`config.mk`:
```
export PLATFORM = sky130hd
export DESIGN_NAME = wb_32bit_fifo_reader
export DESIGN_NICKNAME = d
export VERILOG_FILES = /design/src/rtl/wb_fifo_pkg.sv /design/src/rtl/wb_fifo_timeout_cnt.sv /design/src/rtl/wb_32bit_fifo_reader.sv
export SDC_FILE = /design/constraint.sdc
export NUM_CORES = 1
export LEC_CHECK = 0
export ABC_AREA = 1
export CAP_MARGIN = 20
export CORE_UTILIZATION = 37
export DETAILED_ROUTE_END_ITERATION = 8
export PLACE_DENSITY_LB_ADDON = 0.05
export SYNTH_ARGS = -nofsm -noshare
export SYNTH_HDL_FRONTEND = slang
export SYNTH_SLANG_ARGS = --single-unit
```
`constraint.sdc`:
```
create_clock -name clk_i -period 1.57 [get_ports clk_i]
set_input_delay 0.314 -clock clk_i [delete_from_list [all_inputs] [get_ports clk_i]]
set_output_delay 0.314 -clock clk_i [all_outputs]
set_load 0.02 [all_outputs]
```
`src/rtl/wb_fifo_pkg.sv`:
```
// wb_fifo_pkg
// Shared definitions for the Wishbone FIFO reader: FSM state encodings,
// status word bit positions and the default empty-stall timeout.
// No ports (package).

package wb_fifo_pkg;

    // State encodings kept as plain constants so older code that compares
    // against raw 3-bit values keeps working.
    typedef logic [2:0] state_t;

    localparam state_t ST_IDLE   = 3'd0;
    localparam state_t ST_WAIT   = 3'd1;
    localparam state_t ST_POP    = 3'd2;
    localparam state_t ST_LATCH  = 3'd3;
    localparam state_t ST_ACK    = 3'd4;
    localparam state_t ST_ACK_WR = 3'd5;
    localparam state_t ST_ERR    = 3'd6;

    // Status word layout: {'0, abort_f, tmo_f, rd_num, rd_empty}
    localparam int EMPTY_B = 0;
    localparam int NUM_LSB = 1;

    localparam int DEFAULT_TIMEOUT_CYC = 1024;

    // The fill level is ADR_W+1 bits wide, so the flag positions move with ADR_W.
    function automatic int tmo_bit(input int adr_w);
        return NUM_LSB + adr_w + 1;
    endfunction

    function automatic int abort_bit(input int adr_w);
        return tmo_bit(adr_w) + 1;
    endfunction

endpackage

```
`src/rtl/wb_fifo_timeout_cnt.sv`:
```
// wb_fifo_timeout_cnt
// Counts consecutive enabled cycles and flags the cycle in which the count
// reaches TIMEOUT_CYC-1. With TIMEOUT_CYC == 0 the counter is removed and
// expire is tied low (wait forever).
// Ports:
//   clk_i   in  clock
//   rst_i   in  asynchronous active-high reset
//   en      in  count this cycle
//   clr     in  synchronous clear (has priority over en)
//   expire  out high while enabled and the count is at its last value

module wb_fifo_timeout_cnt
    import wb_fifo_pkg::*;
#(
    parameter int TIMEOUT_CYC = DEFAULT_TIMEOUT_CYC
) (
    input  logic clk_i,
    input  logic rst_i,
    input  logic en,
    input  logic clr,
    output logic expire
);

    generate
        if (TIMEOUT_CYC == 0) begin : g_off
            logic unused_inputs;
            assign unused_inputs = ^{clk_i, rst_i, en, clr};
            assign expire        = 1'b0;
        end else begin : g_on
            localparam int CNT_W = $clog2(TIMEOUT_CYC + 1);
            localparam logic [CNT_W-1:0] LAST = CNT_W'(TIMEOUT_CYC - 1);

            logic [CNT_W-1:0] count;

            always_ff @(posedge clk_i or posedge rst_i) begin
                if (rst_i) begin
                    count <= '0;
                end else if (clr) begin
                    count <= '0;
                end else if (en) begin
                    count <= count + CNT_W'(1);
                end
            end

            // The owner leaves the counting state on expire, so the count
            // never runs past LAST.
            assign expire = en && (count == LAST);
        end
    endgenerate

endmodule

```
`src/rtl/wb_32bit_fifo_reader.sv`:
```
// wb_32bit_fifo_reader
// Wishbone slave that drains a 32-bit FIFO: every data-bus read pops one word
// and returns it; data-bus writes are acknowledged and ignored. A read on an
// empty FIFO stalls until data arrives or, if TIMEOUT_CYC != 0, until the
// stall budget runs out and the cycle ends with an error. A second Wishbone
// port reports the fill level, empty and two sticky flags (timeout, abort);
// any write to it clears the flags.
// Ports:
//   clk_i, rst_i              clock, asynchronous active-high reset
//   wbd_cyc_i/stb_i/we_i      data bus request
//   wbd_dat_o/ack_o/err_o     data bus response (popped word, ack, timeout error)
//   wbs_cyc_i/stb_i/we_i      status bus request
//   wbs_ack_o/dat_o           status bus response
//   rd_ena_o                  FIFO pop pulse
//   rd_dat_i                  FIFO data, valid the cycle after rd_ena_o
//   rd_empty_i, rd_num_i      FIFO empty flag and fill level

module wb_32bit_fifo_reader
    import wb_fifo_pkg::*;
#(
    parameter int ADR_W       = 4,
    parameter int TIMEOUT_CYC = DEFAULT_TIMEOUT_CYC
) (
    input  logic             clk_i,
    input  logic             rst_i,

    input  logic             wbd_cyc_i,
    input  logic             wbd_stb_i,
    input  logic             wbd_we_i,
    output logic [31:0]      wbd_dat_o,
    output logic             wbd_ack_o,
    output logic             wbd_err_o,

    input  logic             wbs_cyc_i,
    input  logic             wbs_stb_i,
    input  logic             wbs_we_i,
    output logic             wbs_ack_o,
    output logic [31:0]      wbs_dat_o,

    output logic             rd_ena_o,
    input  logic [31:0]      rd_dat_i,
    input  logic             rd_empty_i,
    input  logic [ADR_W:0]   rd_num_i
);

    localparam int TMO_B   = tmo_bit(ADR_W);
    localparam int ABORT_B = abort_bit(ADR_W);

    state_t state;
    state_t next_state;

    logic dat_req;
    logic expire;
    logic wbs_req;
    logic flag_clr;
    logic tmo_set;
    logic abort_set;
    logic tmo_f;
    logic abort_f;

    assign dat_req = wbd_cyc_i & wbd_stb_i;

    // Inside WAIT a dropped cycle wins over everything, and data arriving wins
    // over an expiring timeout.
    always_comb begin
        next_state = state;
        case (state)
            ST_IDLE: begin
                if (dat_req) begin
                    if (wbd_we_i) begin
                        next_state = ST_ACK_WR;
                    end else if (rd_empty_i) begin
                        next_state = ST_WAIT;
                    end else begin
                        next_state = ST_POP;
                    end
                end
            end
            ST_WAIT: begin
                if (!wbd_cyc_i) begin
                    next_state = ST_IDLE;
                end else if (!rd_empty_i) begin
                    next_state = ST_POP;
                end else if (expire) begin
                    next_state = ST_ERR;
                end
            end
            ST_POP:    next_state = ST_LATCH;
            ST_LATCH:  next_state = wbd_cyc_i ? ST_ACK : ST_IDLE;
            ST_ACK:    next_state = ST_IDLE;
            ST_ACK_WR: next_state = ST_IDLE;
            ST_ERR:    next_state = ST_IDLE;
            default:   next_state = ST_IDLE;
        endcase
    end

    always_ff @(posedge clk_i or posedge rst_i) begin
        if (rst_i) begin
            state <= ST_IDLE;
        end else begin
            state <= next_state;
        end
    end

    // A word popped for a master that has already gone away is dropped, so
    // the last successfully returned word stays visible.
    always_ff @(posedge clk_i or posedge rst_i) begin
        if (rst_i) begin
            wbd_dat_o <= '0;
        end else if ((state == ST_LATCH) && wbd_cyc_i) begin
            wbd_dat_o <= rd_dat_i;
        end
    end

    assign rd_ena_o  = (state == ST_POP);
    assign wbd_ack_o = (state == ST_ACK) || (state == ST_ACK_WR);
    assign wbd_err_o = (state == ST_ERR);

    wb_fifo_timeout_cnt #(
        .TIMEOUT_CYC (TIMEOUT_CYC)
    ) u_timeout (
        .clk_i  (clk_i),
        .rst_i  (rst_i),
        .en     (state == ST_WAIT),
        .clr    (state != ST_WAIT),
        .expire (expire)
    );

    // Status port: single-cycle ack, then one forced-low cycle before a held
    // request can be acked again.
    assign wbs_req = wbs_cyc_i & wbs_stb_i;

    always_ff @(posedge clk_i or posedge rst_i) begin
        if (rst_i) begin
            wbs_ack_o <= 1'b0;
        end else begin
            wbs_ack_o <= wbs_req & ~wbs_ack_o;
        end
    end

    assign flag_clr  = wbs_ack_o & wbs_req & wbs_we_i;
    assign tmo_set   = (state == ST_ERR);
    assign abort_set = (state == ST_LATCH) && !wbd_cyc_i;

    // Setting takes priority so an event that coincides with a clear is not lost.
    always_ff @(posedge clk_i or posedge rst_i) begin
        if (rst_i) begin
            tmo_f   <= 1'b0;
            abort_f <= 1'b0;
        end else begin
            if (tmo_set) begin
                tmo_f <= 1'b1;
            end else if (flag_clr) begin
                tmo_f <= 1'b0;
            end
            if (abort_set) begin
                abort_f <= 1'b1;
            end else if (flag_clr) begin
                abort_f <= 1'b0;
            end
        end
    end

    always_comb begin
        wbs_dat_o                       = '0;
        wbs_dat_o[EMPTY_B]              = rd_empty_i;
        wbs_dat_o[NUM_LSB +: ADR_W + 1] = rd_num_i;
        wbs_dat_o[TMO_B]                = tmo_f;
        wbs_dat_o[ABORT_B]              = abort_f;
    end

endmodule

```
==> reports/metrics.csv, run 1 <==
stage,metric,value,unit
outcome,outcome,"finished, violations left",
global_route,gr-total-overflow,0,
timing,fmax,678,MHz
worst_setup_path,critPathKind,register to output pin,
die,core,6420,um^2
cells_and_area,syn_to_final_growth,34.7,%
placement,dpl_cell_area,3310,um^2
power,power,4730,uW
timing,finalCriticalPeriod,1.48,ns
die,die_w,83.9,um
detailed_routing,drc,6,
placement,preCtsSetupSlack,-0.140,ns
cells_and_area,drive_above_1_share,13.1,%
timing,slew_violations,0,
clock_tree,cts_tree,yes,
die,dieArea,7040,um^2
clock_tree,clk_pin_slew,0.09,ns
placement,port_buffers,79,
worst_setup_path,slowest_delay,0.42,ns
synth,ys_ff_latch,49,
synth,synth_cell_types,21,
outcome,violations,DRC,
worst_setup_path,cp.arrival,1.16,ns
power,p_per_area,1410,nW/um^2
cells_and_area,multi_input_area,851,um^2
cells_and_area,seq_area,1230,um^2
timing,worst_slack,0.0950,ns
detailed_routing,firstDrtPassIters,8,
die,rows,29,
cells_and_area,finalInstanceArea,3340,um^2
detailed_routing,antenna_left,0,
timing,clock_skew,0.00834,ns
detailed_routing,drt_wl_total,4760,um
cells_and_area,n_fill_cell,629,
power,leakage,0.00180,uW
synth,synth_area,2480,um^2
placement,hpwlAfterDp,3720,um
clock_tree,worst_skew_pair.late_latency,0.30,ns
worst_setup_path,critPathCaptureType,output pin,
cells_and_area,nets,421,
synth,ys_warn_count,0,
worst_setup_path,worstPathMaxFanout,4,
global_route,grt_usage,14.5,%
synth,avgSynthCellArea,8.59,um^2
global_route,antenna_found_initial,0,
clock_tree,postCtsSetupBuffers,0,
detailed_routing,wl_per_cell,10.6,um
job,drv_cap,0,
min_path,hp-class,input pin to asynchronous set/reset pin,
clock_tree,cts_hold_buf,0,
cells_and_area,n_antenna_cell,0,
clock_tree,cts-root-buf,clkbuf_8,
detailed_routing,viasPerCell,4.24,
worst_setup_path,critPathRequiredTime,1.26,ns
timing,tns,0,ns
clock_tree,numCtsBuffers,5,
timing,final_hold_viol_count,0,
global_route,grt_pass1_vias,1920,
worst_setup_path,cpMaxStageDelayCell,dfrtp_1,
clock_tree,clkSinkCount,49,
global_route,grt_pass1_wl,8220,um
timing,setup_viol,0,
detailed_routing,vias,1911,
power,irDropWorstVdd,634,uV
placement,gp_congestion,0.857,
timing,hold-worst-slack,0.296,ns
synth,syn_inst,289,
worst_setup_path,ff2ff_path_depth,7,
clock_tree,htreeDepth,2,
clock_tree,clk_path_buf_depth,2,
synth,ys_seq_area_share,49.4,%
die,io_pins,114,
timing,rsz0062_at_grt,no,
worst_setup_path,path_cells,nor2_1 -> dlygate4sd2_1,
detailed_routing,drtIter0Drc,77,
die,die_h,83.9,um
worst_setup_path,start_kind,register,
global_route,grt_max_degree,24,
timing,timing.final.crit_share,94.0,%
die,initial_utilization,38.7,%
sequential cells by signal, summed over array words and instances, names as in the netlist:
name,count
abort_f,1
state,3
tmo_f,1
wbd_dat_o,32
wbs_ack_o,1
u_timeout.g_on.count,11
timing repair:
item,CTS,global route
gates resized for setup,41,2
pin swaps,0,0
endpoints found under the setup margin,39,2
cloned,0,0
kinds of logic (layout without fill, tap and decap cells):
kind of cell	count (synthesis)	count (layout)	share of synthesized area, %
and+or+nand+nor	105	105	17.4
other	1	24	0.151
buffers and inverters	89	151	20.2
adders and majority gates	1	1	0.504
xor gates and xnor gates	1	1	0.353
DFF	49	49	49.4
AOI/OAI and AO/OA	43	43	12.0
cells in the mapped netlist (all sizes together):
library cell	n	area, um^2
a21oi	5	25.0
inv	50	188
buf	39	313
nand4	2	18.8
nor3	3	15.0
dfrtp	49	1230
o21ai	38	273
nand3	12	65.1
nand2	59	221
nor3b	1	7.51
nor2	28	105
ha	1	12.5
xnor2	1	8.76
conb	1	3.75
stage by stage:
stage	utilization (%)	cells
floorplan	-	312
global placement	51.6	444
detailed placement	51.6	444
CTS	52.2	451
global route	52.1	451
finish	52.1	451
cells in the final DEF (no fill, tap or decap):
| cell type | Yosys | routed |
|---|---|---|
| inv_2 | 1 | 2 |
| buf_4 | 32 | 11 |
| dlygate4sd2_1 | 0 | 37 |
| buf_12 | 0 | 4 |
| nand4_4 | 0 | 1 |
| clkbuf_8 | 0 | 6 |
| nand2_1 | 59 | 59 |
| o21ai_0 | 8 | 8 |
| xnor2_1 | 1 | 1 |
| inv_1 | 49 | 48 |
| clkdlybuf4s50_1 | 0 | 40 |
| nand3_1 | 11 | 11 |
| clkbuf_2 | 0 | 2 |
| clkbuf_1 | 0 | 1 |
| nand3_2 | 1 | 1 |
| o21ai_2 | 22 | 22 |
| nand4_1 | 1 | 1 |
| nor2_1 | 28 | 28 |
| dfrtp_1 | 49 | 49 |
| o21ai_1 | 8 | 8 |
| a21oi_1 | 5 | 5 |
| conb_1 | 1 | 24 |
| nor3b_1 | 1 | 1 |
| nor3_1 | 3 | 3 |
| ha_1 | 1 | 1 |
final timing paths:
| check | start | to | slack [ns] |
|---|---|---|---|
| max reg2reg | state[1] | state[2] | 0.22 |
| min reg2reg | wbs_ack_o | wbs_ack_o | 0.45 |
| max | state[1] | wbd_ack_o | 0.09 |
| max in group asynchronous | rst_i | wbd_dat_o[22] | 0.85 |
| min in group clk_i | wbs_ack_o | wbs_ack_o | 0.45 |
| min | rst_i | tmo_f | 0.30 |
critical path: cells and delay by family (launching register included):
kind                   cells  cell delay (ns)
flip-flops                 1             0.42
AND/OR/NAND/NOR            1             0.11
buffers and inverters      1             0.33
final cells by class:
type	count	area share, %
well taps	77	2.88
inverters	50	5.61
flip-flops and latches	49	36.7
repair buffers	94	26.8
clock buffers	7	2.58
multi-input cells	174	25.4
metal layers:
metal	vias to the layer above	global-route usage, %	wire length [um]
met2	55	25.0	2280
li1	994	-	-
met4	0	4.23	51
met1	856	16.9	2080
met3	6	5.14	347
met5	-	0	0
where the power goes:
part           switching [uW]  total [uW]  internal (uW)
combinational            1250        2100            854
sequential                210        1880           1670
clock                     397         748            350
total                    1860        4730           2870
No activity file was read; power rests on OpenSTA's default activity.
==> run 2, diff against run 1 <==
Settings changed: CORE_ASPECT_RATIO set to 0.8.
==> run 2 against run 1 <==
Critical path depth stayed put. Largest power group unchanged. Via count decreased by 1.5%. Cell count up 1.1%. Worst hold slack worse by 0.016 ns. Power grew 3.0%. The flow now finishes without violations. Critical path type unchanged. Combinational power about the same. Clock power grew 22%. Sequential share of layout area hardly changed. Non-clock buffer count decreased by 3.
==> reports/metrics.csv, run 2 (synthesis gave the netlist of run 1 again) <==
stage,metric,value,unit
die,die_h,75.3,um
cells_and_area,layout_commonest_cell,nand2_1,
power,p_comb_share,42.7,%
timing,tns,0,ns
detailed_routing,firstDrtPassIters,4,
clock_tree,numCtsBuffers,5,
power,p_int,3040,uW
worst_setup_path,slowest_delay,0.42,ns
detailed_routing,wl_per_cell,10.0,um
worst_setup_path,ff2ff_path_depth,6,
power,power,4870,uW
timing,fmax,688,MHz
die,initial_utilization,38.5,%
clock_tree,cts_tree,yes,
timing,worst_slack,0.116,ns
global_route,grt_pass1_vias,1719,
worst_setup_path,start_kind,register,
placement,port_buffers,79,
timing,clock_skew,0.00623,ns
worst_setup_path,cpMaxStageDelayCell,dfrtp_1,
power,irDropWorstVdd,661,uV
worst_setup_path,crit_family,flip-flops,
detailed_routing,met1Wirelength,2100,um
cells_and_area,syn_to_final_growth,34.8,%
power,seqPwrFrac,38.5,%
clock_tree,clk_pin_slew,0.09,ns
worst_setup_path,cp.depth,2,
cells_and_area,nets,418,
global_route,grt_usage,14.4,%
die,io_pins,114,
detailed_routing,met3_wirelength,458,um
timing,timing.final.crit_share,92.6,%
worst_setup_path,worstPathMaxFanout,4,
cells_and_area,largest_register,wbd_dat_o,
detailed_routing,met2_length,2000,um
timing,rsz0062_at_grt,no,
detailed_routing,drtIter0Drc,64,
worst_setup_path,cp.arrival,1.14,ns
global_route,gr-total-overflow,0,
job,drv_cap,0,
cells_and_area,layout_common_cells,"59 x nand2_1, 49 x dfrtp_1, 48 x inv_1",
placement,gp_congestion,0.800,
clock_tree,worst_skew_pair.late_latency,0.29,ns
die,rows,26,
clock_tree,clk_path_buf_depth,2,
global_route,grt_pass1_wl,7800,um
cells_and_area,largest_reg_flops,32,
global_route,antenna_found_initial,0,
worst_setup_path,critPathKind,register to output pin,
timing,setup_viol,0,
clock_tree,cts-root-buf,clkbuf_8,
power,power.switching,1830,uW
detailed_routing,antenna_left,0,
worst_setup_path,path_cells,nor2_1 -> dlygate4sd2_1,
clock_tree,postCtsSetupBuffers,0,
timing,finalCriticalPeriod,1.45,ns
global_route,grt_max_degree,39,
die,core,6440,um^2
worst_setup_path,critPathRequiredTime,1.26,ns
cells_and_area,drive_above_1_share,12.6,%
detailed_routing,viasPerCell,4.13,
clock_tree,htreeDepth,2,
timing,hold-worst-slack,0.280,ns
timing,final_hold_viol_count,0,
detailed_routing,vias,1882,
die,dieArea,7040,um^2
worst_setup_path,critPathCaptureType,output pin,
min_path,hp-class,input pin to asynchronous set/reset pin,
outcome,outcome,finished clean,
timing,slew_violations,0,
cells_and_area,finish.utilization,52.0,%
placement,hpwlAfterDp,3540,um
power,swShare,37.6,%
cells_and_area,reg_top3,"wbd_dat_o x32, u_timeout.g_on.count x11, state x3",
cells_and_area,n_antenna_cell,0,
detailed_routing,highest_layer,met4,
detailed_routing,drt_wl_total,4580,um
power,p_per_area,1460,nW/um^2
worst_setup_path,crit_buf_inv,1,
clock_tree,clkSinkCount,49,
power,clock_power_share,18.8,%
die,die_w,93.6,um
placement,preCtsSetupSlack,-0.139,ns
power,leakage,0.00182,uW
detailed_routing,drc,0,
cells_and_area,n_fill_cell,611,
[run 2: cell types whose count changed in the layout (fill, tap and decap cells not counted)]
cell	previous run	this run
buf_12	4	2
buf_4	11	10
bufinv_16	0	1
dlygate4sd2_1	37	34
dlymetal6s2s_1	0	3
[run 2: final timing paths]
check	start	endpoint	slack [ns]
setup / recovery	state[1]	wbd_ack_o	0.12
hold / removal	rst_i	wbd_dat_o[3]	0.28
setup reg to reg	state[1]	u_timeout.g_on.count[4]	0.25
hold reg to reg	wbs_ack_o	wbs_ack_o	0.45
max in group asynchronous	rst_i	wbd_dat_o[20]	0.85
min in group clk_i	wbs_ack_o	wbs_ack_o	0.45
[run 2: what timing repair did]
item,4_1_cts,5_1_grt
setup endpoints to repair,36,5
pin swaps,0,0
cloned,0,0
hold buffers,0,0
resized for setup,37,6
[run 2: final cells by class]
class | instances | area [um^2] | share of cell area [%]
clock buffers | 7 | 86.3 | 2.58
clock inverters | 1 | 30.0 | 0.897
inverters | 50 | 188 | 5.61
well taps | 84 | 105 | 3.14
repair buffers | 91 | 861 | 25.7
multi-input cells | 174 | 851 | 25.4
flip-flops and latches | 49 | 1230 | 36.6
[run 2: layer usage]
layer / vias to the layer above / GRT usage [%]
li1: 985 / -
met1: 835 / 18.4
met2: 60 / 22.9
met3: 2 / 6.16
met4: 0 / 3.59
met5: - / 0
[run 2: through the flow]
stage,std cells,instance area (um^2)
after floorplan,312,2570
after global placement,448,3280
after detailed placement,448,3280
after CTS,456,3350
after global routing,456,3350
final,456,3350
[run 2: power by group through the flow]
stage,logic [uW],clock network [uW],registers (uW)
2_1_floorplan,936,0,2340
3_3_place_gp,2360,0,1910
3_5_place_dp,2380,0,1910
4_1_cts,2130,950,1890
5_1_grt,2290,1010,1930
6_report,2080,914,1880
==> run 3, diff against run 2 <==
--- a/config.mk
+++ b/config.mk
@@ -6,8 +6,8 @@
 export NUM_CORES = 1
 export LEC_CHECK = 0
-export ABC_AREA = 1
+export ABC_AREA = 0
 export CAP_MARGIN = 20
 export CORE_ASPECT_RATIO = 0.8
-export CORE_UTILIZATION = 37
+export CORE_UTILIZATION = 36
 export DETAILED_ROUTE_END_ITERATION = 8
 export PLACE_DENSITY_LB_ADDON = 0.05
==> constraint.sdc (replaced) <==
create_clock -name clk_i -period 1.57 [get_ports clk_i]
set_input_delay 0.314 -clock clk_i [delete_from_list [all_inputs] [get_ports clk_i]]
set_output_delay 0.314 -clock clk_i [all_outputs]
set_load 0.1 [all_outputs]
==> run 3 against run 2 <==
Via count decreased by 16%. Non-clock buffer count increased by 3. Design area increased by 8.3%. Wire length increased by 4.0%. Maximum frequency decreased by 4.7%. First-iteration DRC count decreased by 38%. Die area decreased by 6.0%. Global-route usage increased by 0.40 points. Core utilization increased by 8.4 points. Flip-flop and latch count unchanged. Synthesized cell count decreased by 36%. Critical path depth increased by 2.
==> reports/metrics.csv, run 3 <==
stage,metric,value,unit
outcome,outcome,finished clean,
cells_and_area,reg_top3,"wbd_dat_o x32, u_timeout.g_on.count x11, state x3",
worst_setup_path,r2r-start,u_timeout.g_on.count[0],
worst_setup_path,start_kind,register,
die,initial_utilization,37.7,%
global_route,gr-total-overflow,0,
timing,timing.final.crit_share,97.2,%
detailed_routing,firstDrtPassIters,4,
timing,slew_violations,0,
worst_setup_path,critPathRequiredTime,1.76,ns
detailed_routing,drtIter0Drc,40,
timing,final_hold_viol_count,0,
cells_and_area,syn_to_final_growth,59.8,%
worst_setup_path,cp.arrival,1.71,ns
clock_tree,htreeDepth,2,
cells_and_area,drive_above_1_share,39.9,%
worst_setup_path,worstPathMaxFanout,4,
min_path,hp-class,input pin to asynchronous set/reset pin,
clock_tree,clk_pin_slew,0.09,ns
placement,hpwlAfterDp,3380,um
global_route,grt_pass1_wl,7530,um
clock_tree,cts-root-buf,clkbuf_8,
clock_tree,cts_tree,yes,
synth,ys_seq_area_share,54.1,%
synth,async_flop_share,100,%
cells_and_area,n_antenna_cell,0,
cells_and_area,nets,317,
synth,synth_top_cell_by_area,dfrtp_1,
detailed_routing,drc,0,
global_route,grt_max_degree,50,
detailed_routing,drt_wl_total,4760,um
global_route,grt_pass1_vias,1506,
worst_setup_path,crit_start,u_timeout.g_on.count[0],
detailed_routing,vias,1582,
clock_tree,worst_skew_pair.late_latency,0.31,ns
timing,fmax,655,MHz
timing,setup_viol,0,
die,die_h,73.0,um
synth,synth_top_area_share,54.1,%
synth,synth_commonest_cells,"49 x dfrtp_1, 32 x buf_4, 32 x mux2_2, 7 x a21oi_1, 6 x nor2_1",
clock_tree,numCtsBuffers,5,
synth,synth-edff-count,0,
synth,ys_top_cells_by_area,"dfrtp_1 54%, mux2_2 16%, buf_4 11%, a21oi_1 1.5%, o21ai_0 1.1%",
detailed_routing,antenna_left,0,
global_route,antenna_found_initial,0,
synth,synth_area,2270,um^2
cells_and_area,layout_commonest_cell,dfrtp_1,
die,die_w,90.7,um
synth,ys_ff_latch,49,
detailed_routing,viasPerCell,4.49,
placement,gp_congestion,0.805,
cells_and_area,largest_register,wbd_dat_o,
synth,synthFlopType,dfrtp_1,
timing,finalCriticalPeriod,1.53,ns
placement,port_buffers,79,
clock_tree,clkSinkCount,49,
synth,avgSynthCellArea,12.3,um^2
die,core,6010,um^2
die,dieArea,6620,um^2
clock_tree,clk_path_buf_depth,2,
worst_setup_path,critPathCaptureType,register,
worst_setup_path,critPathKind,register to register,
synth,synth_cell_types,39,
job,drv_cap,0,
cells_and_area,layout_common_cells,"47 x dfrtp_1, 41 x buf_12, 40 x clkdlybuf4s50_1",
timing,rsz0062_at_grt,yes,
synth,ys_warn_count,0,
global_route,grt_usage,14.8,%
cells_and_area,finish.utilization,60.3,%
die,rows,25,
synth,syn_inst,184,
detailed_routing,wl_per_cell,13.5,um
die,io_pins,114,
cells_and_area,largest_reg_flops,32,
synth,synth.most_common_cell,dfrtp_1,
cells_and_area,n_fill_cell,509,
timing,clock_skew,0.0136,ns
-- run 3: logic make-up after synthesis --
logic type      synth area share [%]
xor+xnor                        1.16
mux                             16.3
compound gates                  5.79
other cells                    0.165
buf+inv                         12.3
simple gates                    9.60
fa+ha+maj                      0.552
flops                           54.1
-- run 3: stage by stage --
stage | instances | area, um^2 | worst slack, ns | hold WS (ns) | setup TNS, ns
after floorplan | 207 | 2370 | -0.129 | 0.421 | -0.235
after global placement | 337 | 3470 | -0.0323 | 0.498 | -0.965
after detailed placement | 337 | 3470 | -0.0636 | 0.508 | -1.47
after CTS | 346 | 3570 | 0.0127 | 0.371 | 0
after global routing | 352 | 3620 | -0.0387 | 0.388 | -0.102
final | 352 | 3620 | 0.0442 | 0.359 | 0
-- run 3: area by class of cell --
cell class | instances | area, um^2 | area share (%)
flip-flops and latches | 49 | 1230 | 33.9
repair buffers | 94 | 1320 | 36.5
clock buffers | 7 | 76.3 | 2.11
multi-input cells | 117 | 876 | 24.2
clock inverters | 1 | 7.51 | 0.207
well taps | 81 | 101 | 2.80
inverters | 3 | 11.3 | 0.311
-- run 3: timing repair --
action	CTS	global route
endpoints found under the hold margin	0	0
hold buffers	0	0
setup endpoints to repair	2	5
resized for setup	3	3
pin swaps	0	1
setup buffers	1	6
-- run 3: layer usage --
metal  share of wire, %  track usage (%)
met5                  0                0
met4                1.4             6.45
met3                7.0             4.27
met1                 45             21.0
met2                 46             21.2
-- run 3: worst paths after layout --
path / to / slack, ns / cells past startpoint
setup / recovery: state[0] / 0.04 / 4
min in group clk_i: wbs_ack_o / 0.52 / 1
hold reg to reg: wbs_ack_o / 0.52 / 1
max in group asynchronous: state[0] / 0.95 / 3
setup reg to reg: state[0] / 0.04 / 4
hold / removal: wbd_dat_o[19] / 0.36 / 3
-- run 3: critical path: stages, from the launching register on --
cell	delay, ns
dfrtp_1	0.38
ha_2	0.22
nand4_1	0.13
or4_4	0.47
a21o_2	0.23
Power of run 3 is left out: the tool's default activity adds up to more than one toggle a clock period on the data nets, which glitch-free logic cannot reach.
